<file path="src/rtl/pipe_seq_ctrl_pkg.sv">
// Shared constants for the pipeline sequencer: legal stage-count range and a range helper.
package pipe_seq_ctrl_pkg;

    localparam int PIPE_STAGES_MIN = 1;
    localparam int PIPE_STAGES_MAX = 8;

    function automatic bit stages_legal(input int n);
        return (n >= PIPE_STAGES_MIN) && (n <= PIPE_STAGES_MAX);
    endfunction

endpackage

</file>
<file path="src/rtl/pipe_skid_buf.sv">
// One-entry valid/ready skid: passes through when empty, parks a stalled entry and drains it first.
module pipe_skid_buf
    import pipe_seq_ctrl_pkg::*;
#(
    parameter int DW = 32
) (
    input  logic          CLK,
    input  logic          RST,
    input  logic          i_flush,
    input  logic          i_valid,
    output logic          o_ready,
    input  logic [DW-1:0] i_data,
    output logic          o_valid,
    input  logic          i_ready,
    output logic [DW-1:0] o_data,
    output logic          o_full
);

    logic          skid_v_reg;
    logic          skid_v_next;
    logic [DW-1:0] skid_d_reg;

    // Upstream only sees the registered occupancy, so i_ready never reaches o_ready.
    assign o_ready = ~skid_v_reg;
    assign o_valid = skid_v_reg | i_valid;
    assign o_data  = skid_v_reg ? skid_d_reg : i_data;
    assign o_full  = skid_v_reg;

    always_comb begin
        skid_v_next = skid_v_reg;
        if (i_flush) begin
            skid_v_next = 1'b0;
        end else if (skid_v_reg) begin
            skid_v_next = ~i_ready;
        end else begin
            skid_v_next = i_valid & ~i_ready;
        end
    end

    always_ff @(posedge CLK or posedge RST) begin
        if (RST) begin
            skid_v_reg <= 1'b0;
        end else begin
            skid_v_reg <= skid_v_next;
        end
    end

    always_ff @(posedge CLK) begin
        if (~skid_v_reg & i_valid & ~i_ready) begin
            skid_d_reg <= i_data;
        end
    end

endmodule

</file>
<file path="src/rtl/pipe_seq_ctrl.sv">
// Valid/ready sequencer for an N-stage register pipeline with bubble collapse and synchronous flush.
// Define NCPU_PIPE_SKID_EN to add a one-entry skid after the last stage (breaks the i_ready->o_ready path).
module pipe_seq_ctrl
    import pipe_seq_ctrl_pkg::*;
#(
    parameter int DW     = 32,
    parameter int STAGES = 2
) (
    input  logic                             CLK,
    input  logic                             RST,
    input  logic                             i_flush,
    input  logic                             i_valid,
    output logic                             o_ready,
    input  logic [DW-1:0]                    i_data,
    output logic                             o_valid,
    input  logic                             i_ready,
    output logic [DW-1:0]                    o_data,
    output logic                             o_busy,
    output logic [$clog2(STAGES+2)-1:0]      o_occupancy
);

    localparam int OCW  = $clog2(STAGES + 2);
    localparam int LAST = STAGES - 1;

    generate
        if (!stages_legal(STAGES)) begin : g_bad_stages
            $fatal(1, "pipe_seq_ctrl: STAGES out of legal range");
        end
    endgenerate

    logic [STAGES-1:0] valid_reg;
    logic [STAGES-1:0] valid_next;
    logic [STAGES-1:0] adv;
    logic [STAGES-1:0] load;
    logic [DW-1:0]     data_reg [STAGES];
    logic              last_ready;
    logic              skid_v;
    logic              in_fire;

    // A stage advances when it is valid and the slot ahead is empty or itself advancing.
    always_comb begin
        adv       = '0;
        adv[LAST] = valid_reg[LAST] & last_ready;
        for (int k = STAGES - 2; k >= 0; k--) begin
            adv[k] = valid_reg[k] & (~valid_reg[k+1] | adv[k+1]);
        end
    end

    assign o_ready = ~i_flush & (~valid_reg[0] | adv[0]);
    assign in_fire = i_valid & o_ready;

    genvar gi;
    generate
        for (gi = 0; gi < STAGES; gi++) begin : g_stage
            if (gi == 0) begin : g_head
                assign load[gi] = in_fire;
                always_ff @(posedge CLK) begin
                    if (load[gi]) begin
                        data_reg[gi] <= i_data;
                    end
                end
            end else begin : g_body
                assign load[gi] = adv[gi-1];
                always_ff @(posedge CLK) begin
                    if (load[gi]) begin
                        data_reg[gi] <= data_reg[gi-1];
                    end
                end
            end
            assign valid_next[gi] = ~i_flush & (load[gi] | (valid_reg[gi] & ~adv[gi]));
        end
    endgenerate

    always_ff @(posedge CLK or posedge RST) begin
        if (RST) begin
            valid_reg <= '0;
        end else begin
            valid_reg <= valid_next;
        end
    end

`ifdef NCPU_PIPE_SKID_EN
    pipe_skid_buf #(
        .DW (DW)
    ) u_skid (
        .CLK     (CLK),
        .RST     (RST),
        .i_flush (i_flush),
        .i_valid (valid_reg[LAST]),
        .o_ready (last_ready),
        .i_data  (data_reg[LAST]),
        .o_valid (o_valid),
        .i_ready (i_ready),
        .o_data  (o_data),
        .o_full  (skid_v)
    );
`else
    assign last_ready = i_ready;
    assign o_valid    = valid_reg[LAST];
    assign o_data     = data_reg[LAST];
    assign skid_v     = 1'b0;
`endif

    always_comb begin
        o_occupancy = OCW'(skid_v);
        for (int k = 0; k < STAGES; k++) begin
            o_occupancy = o_occupancy + OCW'(valid_reg[k]);
        end
    end

    assign o_busy = (|valid_reg) | skid_v;

endmodule

</file>
<file path="config.mk">
export PLATFORM = sky130hd
export DESIGN_NAME = pipe_seq_ctrl
export DESIGN_NICKNAME = d
export VERILOG_FILES = /design/src/rtl/pipe_seq_ctrl_pkg.sv /design/src/rtl/pipe_skid_buf.sv /design/src/rtl/pipe_seq_ctrl.sv
export SDC_FILE = /design/constraint.sdc
export NUM_CORES = 1
export LEC_CHECK = 0
export ABC_CLOCK_PERIOD_IN_PS = 7080
export CORE_UTILIZATION = 35
export CTS_BUF_LIST = sky130_fd_sc_hd__clkbuf_8
export DETAILED_ROUTE_END_ITERATION = 6
export GPL_TIMING_DRIVEN = 1
export PLACE_DENSITY = 0.69
export SETUP_SLACK_MARGIN = 0.15
export SLEW_MARGIN = 5
export SYNTH_ARGS = -nofsm -noshare
export SYNTH_HDL_FRONTEND = slang
export SYNTH_HIERARCHICAL = 1
export SYNTH_SLANG_ARGS = --single-unit
export TNS_END_PERCENT = 1
</file>
<file path="constraint.sdc">
create_clock -name CLK -period 7.08 [get_ports CLK]
set_clock_uncertainty 0.1 [all_clocks]
set_input_delay 1.416 -clock CLK [delete_from_list [all_inputs] [get_ports CLK]]
set_output_delay 1.416 -clock CLK [all_outputs]
set_load 0.02 [all_outputs]
</file>
=== After elaboration in Yosys (flattened, before gate mapping) ===
Memory sizes are Yosys's and may differ from the RTL's.
Index checks and enable logic that the tools add are counted.

* Reductions and logical operators: 1
* Bitwise gates (word level): 17
* Add/sub/neg operators: 1
* Muxes and demuxes: 4

{| class="wikitable"
|+ Operator list
! cell !! count
|-
| 1-bit AND || 8
|-
| 1-bit NOT || 5
|-
| 1-bit 2-to-1 mux || 4
|-
| 1-bit bitwise OR || 4
|-
| 1-bit by 1-bit adder with 2-bit output || 1
|-
| 2-bit OR reduction || 1
|}

* Bits in registers: 2
* Memories kept: 1
* Logic and storage cells: 25
* Bits of input ports: 37
* Bits in writable memories: 64

{| class="wikitable"
|+ Memories
! memory !! words !! width !! read ports !! clocked after Yosys merged registers in !! write ports !! RTL line !! text
|-
| data_reg || 2 || 32 || 2 || 0 || 2 || pipe_seq_ctrl.sv:35 || <nowiki>logic [DW-1:0] data_reg [STAGES];</nowiki>
|}

=== Longest topological paths before layout ===
* Depth in word-level cells: 8
* Mapped depth: 3

=== Least setup slack after synthesis ===
No wires, ideal clock.

* Kind: in2reg
* Start: in i_flush
* End: mem data_reg[0][0] (enable)
* Setup slack: 3379 ps
* Library setup time: 432 ps
* Arrival time: 3169 ps
* Path buffers: 0
* Cell stages on the path: 2
* Path through: nand2b_1 > a21oi_1

{| class="wikitable"
|+ RTL lines
! element !! RTL line !! text
|-
| start, declared || pipe_seq_ctrl.sv:11 || <nowiki>input logic i_flush,</nowiki>
|-
| end, declared || pipe_seq_ctrl.sv:35 ||
|}

=== Final worst setup path ===
* Start: in i_ready
* End: out o_ready

* Word-level cells in the longest chain between the ends: 5

{| class="wikitable"
|+ RTL lines
! element !! RTL line !! text
|-
| start, declared || pipe_seq_ctrl.sv:16 || <nowiki>input logic i_ready,</nowiki>
|-
| 1-bit AND || pipe_seq_ctrl.sv:43 || <nowiki>adv[LAST] = valid_reg[LAST] & last_ready;</nowiki>
|-
| 1-bit bitwise OR || pipe_seq_ctrl.sv:45 || <nowiki>adv[k] = valid_reg[k] & (~valid_reg[k+1] | adv[k+1]);</nowiki>
|-
| 1-bit AND || pipe_seq_ctrl.sv:45 ||
|-
| 1-bit bitwise OR || pipe_seq_ctrl.sv:49 || <nowiki>assign o_ready = ~i_flush & (~valid_reg[0] | adv[0]);</nowiki>
|-
| 1-bit AND || pipe_seq_ctrl.sv:49 ||
|-
| end, declared || pipe_seq_ctrl.sv:13 || <nowiki>output logic o_ready,</nowiki>
|}

Every way passes these cells.

==> impl_results.md <==
- Outcome: finished clean
- Distinct cells, synth: 12
- Post-CTS Setup Inserts: 0
- Chip height: 83.4 microns
- Flop pwr share: 56.4%
- CTS tree: yes
- First-pass GRT wire length: 5460 microns
- DRT iter0 DRCs: 44
- CTS Hold Bufs: 0
- Setup TNS: 0 ps
- Sequential share of the synthesized area: 85.1%
- Router iterations before antenna repair: 3
- Hpwl dp: 2460 microns
- Post-Syn Area: 2320 sq um
- Peak VDD IR: 136 uV
- Vias per cell: 4.18
- WL final: 3480 microns
- Commonest cells after routing, fill and taps aside: clkdlybuf4s50_1 (73), edfxtp_1 (64), clkbuf_8 (9)
- Port Buffer Count: 73
- Post-Syn Instances: 112
- Core footprint: 6390 sq um
- Pins Over Slew Limit: 0
- Pint: 0.641 mW
- Fmax achieved: 0.232 GHz
- Syn nets: 151
- Commonest non-fill, non-tap cell in the layout: clkdlybuf4s50_1
- Cell Pwr Density: 259 nW/um^2
- Switching power as a share of total power: 20.4%
- Initial antenna violation count: 0
- Top Ports: 74
- GRT Residual Overflow: 0
- Layout cells sized above 1: 10.7%
- LEAKAGE: 1.05 nW
- Yosys warns: 6
- Row count: 29
- Vias in the first global route: 1144
- Maxcap violations: 0
- Crit-path max FO: 3
- Die ar.: 6950 sq um
- Dpl cells: 230
- Clock sink count: 66
- Root Driver: clkbuf_8
- Worst Tran Pin Value: 1020 ps
- Clk slew on worst S/H paths: 60 ps
- GR Util All Layers: 11.0%
- WL/cell: 14.2 microns
- Switching pwr: 0.164 mW
- Residual DRC count: 0
- Worst hold slack: 315 ps
- Worst skew pair latency: 330 ps
- Comb pwr share: 8.0%
- Yosys reg bits: 66
- Die W: 83.4 microns
- Layout Cells excl Fill: 246
- WP data arrival: 2790 ps
- Initial cell density of the core: 36.3%
- Clock share of power: 35.6%
- Remaining antenna violation count: 0
- Cts repair resizes: 0
- Critical path class: input pin to primary output
- RSZ-0062 raised after global routing: false
- Max reg flops: 64
- Fin. Hold Viols: 0
- Crit path launch type: input pin
- Fill cells: 546
- CP Capture Type: primary output
- Ant. Diodes: 0
- Worst endpoint required time: 5560 ps
- Relative slew slack: 32.0%
- Placer Congestion: 0.752
- Fin crit share: 60.8%
- Largest net degree at the start of global routing: 33
- Tmin final: 4310 ps
- Synth Area per Inst: 20.7 sq um
- Synthesis-to-finish area growth: 34.1%
- Total CTS buffers: 9
- Nets: 203
- Vias: 1029
- H-Tree Depth: 3
- Worst hold-check path type: flip-flop to flip-flop
- CTS max path bufs: 2
- Final setup viols: 0
## path summary, 6_finish.rpt
path	from	cells after the start	to	slack, ps
setup / recovery	i_ready	4	o_ready	2770
hold / removal	data_reg[0][13]$_DFFE_PP_	0	data_reg[0][45]$_DFFE_PP_	310
setup reg to reg	valid_reg[1]$_DFF_PP0_	2	data_reg[0][13]$_DFFE_PP_	5150
hold reg to reg	data_reg[0][13]$_DFFE_PP_	0	data_reg[0][45]$_DFFE_PP_	310
max in group asynchronous	RST	2	valid_reg[1]$_DFF_PP0_	5620
min in group asynchronous	RST	2	valid_reg[0]$_DFF_PP0_	1140
## synth_stat cells
master | count | area (sq um)
dfrtp_1 | 2 | 50.1
nor2b_4 | 1 | 13.8
o31ai_2 | 1 | 12.5
edfxtp_1 | 64 | 1920
nand2b_4 | 1 | 13.8
inv_2 | 1 | 3.75
inv_1 | 3 | 11.3
buf_4 | 32 | 240
ha_1 | 2 | 25.0
nor2_1 | 1 | 3.75
nand2b_1 | 1 | 6.26
a21oi_1 | 3 | 15.0
## kinds of logic after synthesis
kind of cell	share of synthesized area, %
simple gates	1.62
buf+inv	11.0
compound gates	1.19
fa+ha+maj	1.08
flops	85.1
## routing by layer
metal  track usage (%)  share of wire [%]  vias up
li1                  -                  -      479
met4              6.58                1.0        0
met5                 0                  0        -
met3              5.77                 10        5
met2              19.2                 55       49
met1              10.0                 34      496
## per-stage QoR
stage                     worst slack [ps]  area, sq um  util, %  total power [mW]
final                                 2770         3110     48.6             0.806
after global routing                  2720         3110     48.6             0.835
after CTS                             2760         3110     48.6             0.815
after detailed placement              2770         2920     45.8             0.528
after global placement                2780         2920     45.8             0.525
after floorplan                       3380         2320        -             0.494
## critical path, stage by stage
cell	delay [ps]
clkdlybuf4s50_1	530
nor2b_4	80
a21oi_1	150
clkdlybuf4s50_1	620
## layout make-up
type	instances	area, sq um	area share [%]
timing repair buffer	73	731	23.5
inverter	4	15.0	0.483
sequential	66	1970	63.5
clock buffer	9	124	3.99
clock inverter	7	60.1	1.93
multi-input combinational	10	109	3.50
tap	77	96.3	3.10
## power by group through the flow
stage / combinational (mW) / sequential, mW / clock, mW
6_report: 0.0646 / 0.454 / 0.287
5_1_grt: 0.0684 / 0.455 / 0.312
4_1_cts: 0.0655 / 0.454 / 0.295
3_5_place_dp: 0.0653 / 0.463 / 0
3_3_place_gp: 0.0635 / 0.461 / 0
2_1_floorplan: 0.0324 / 0.461 / 0
Power figures use the tool's default switching activity.
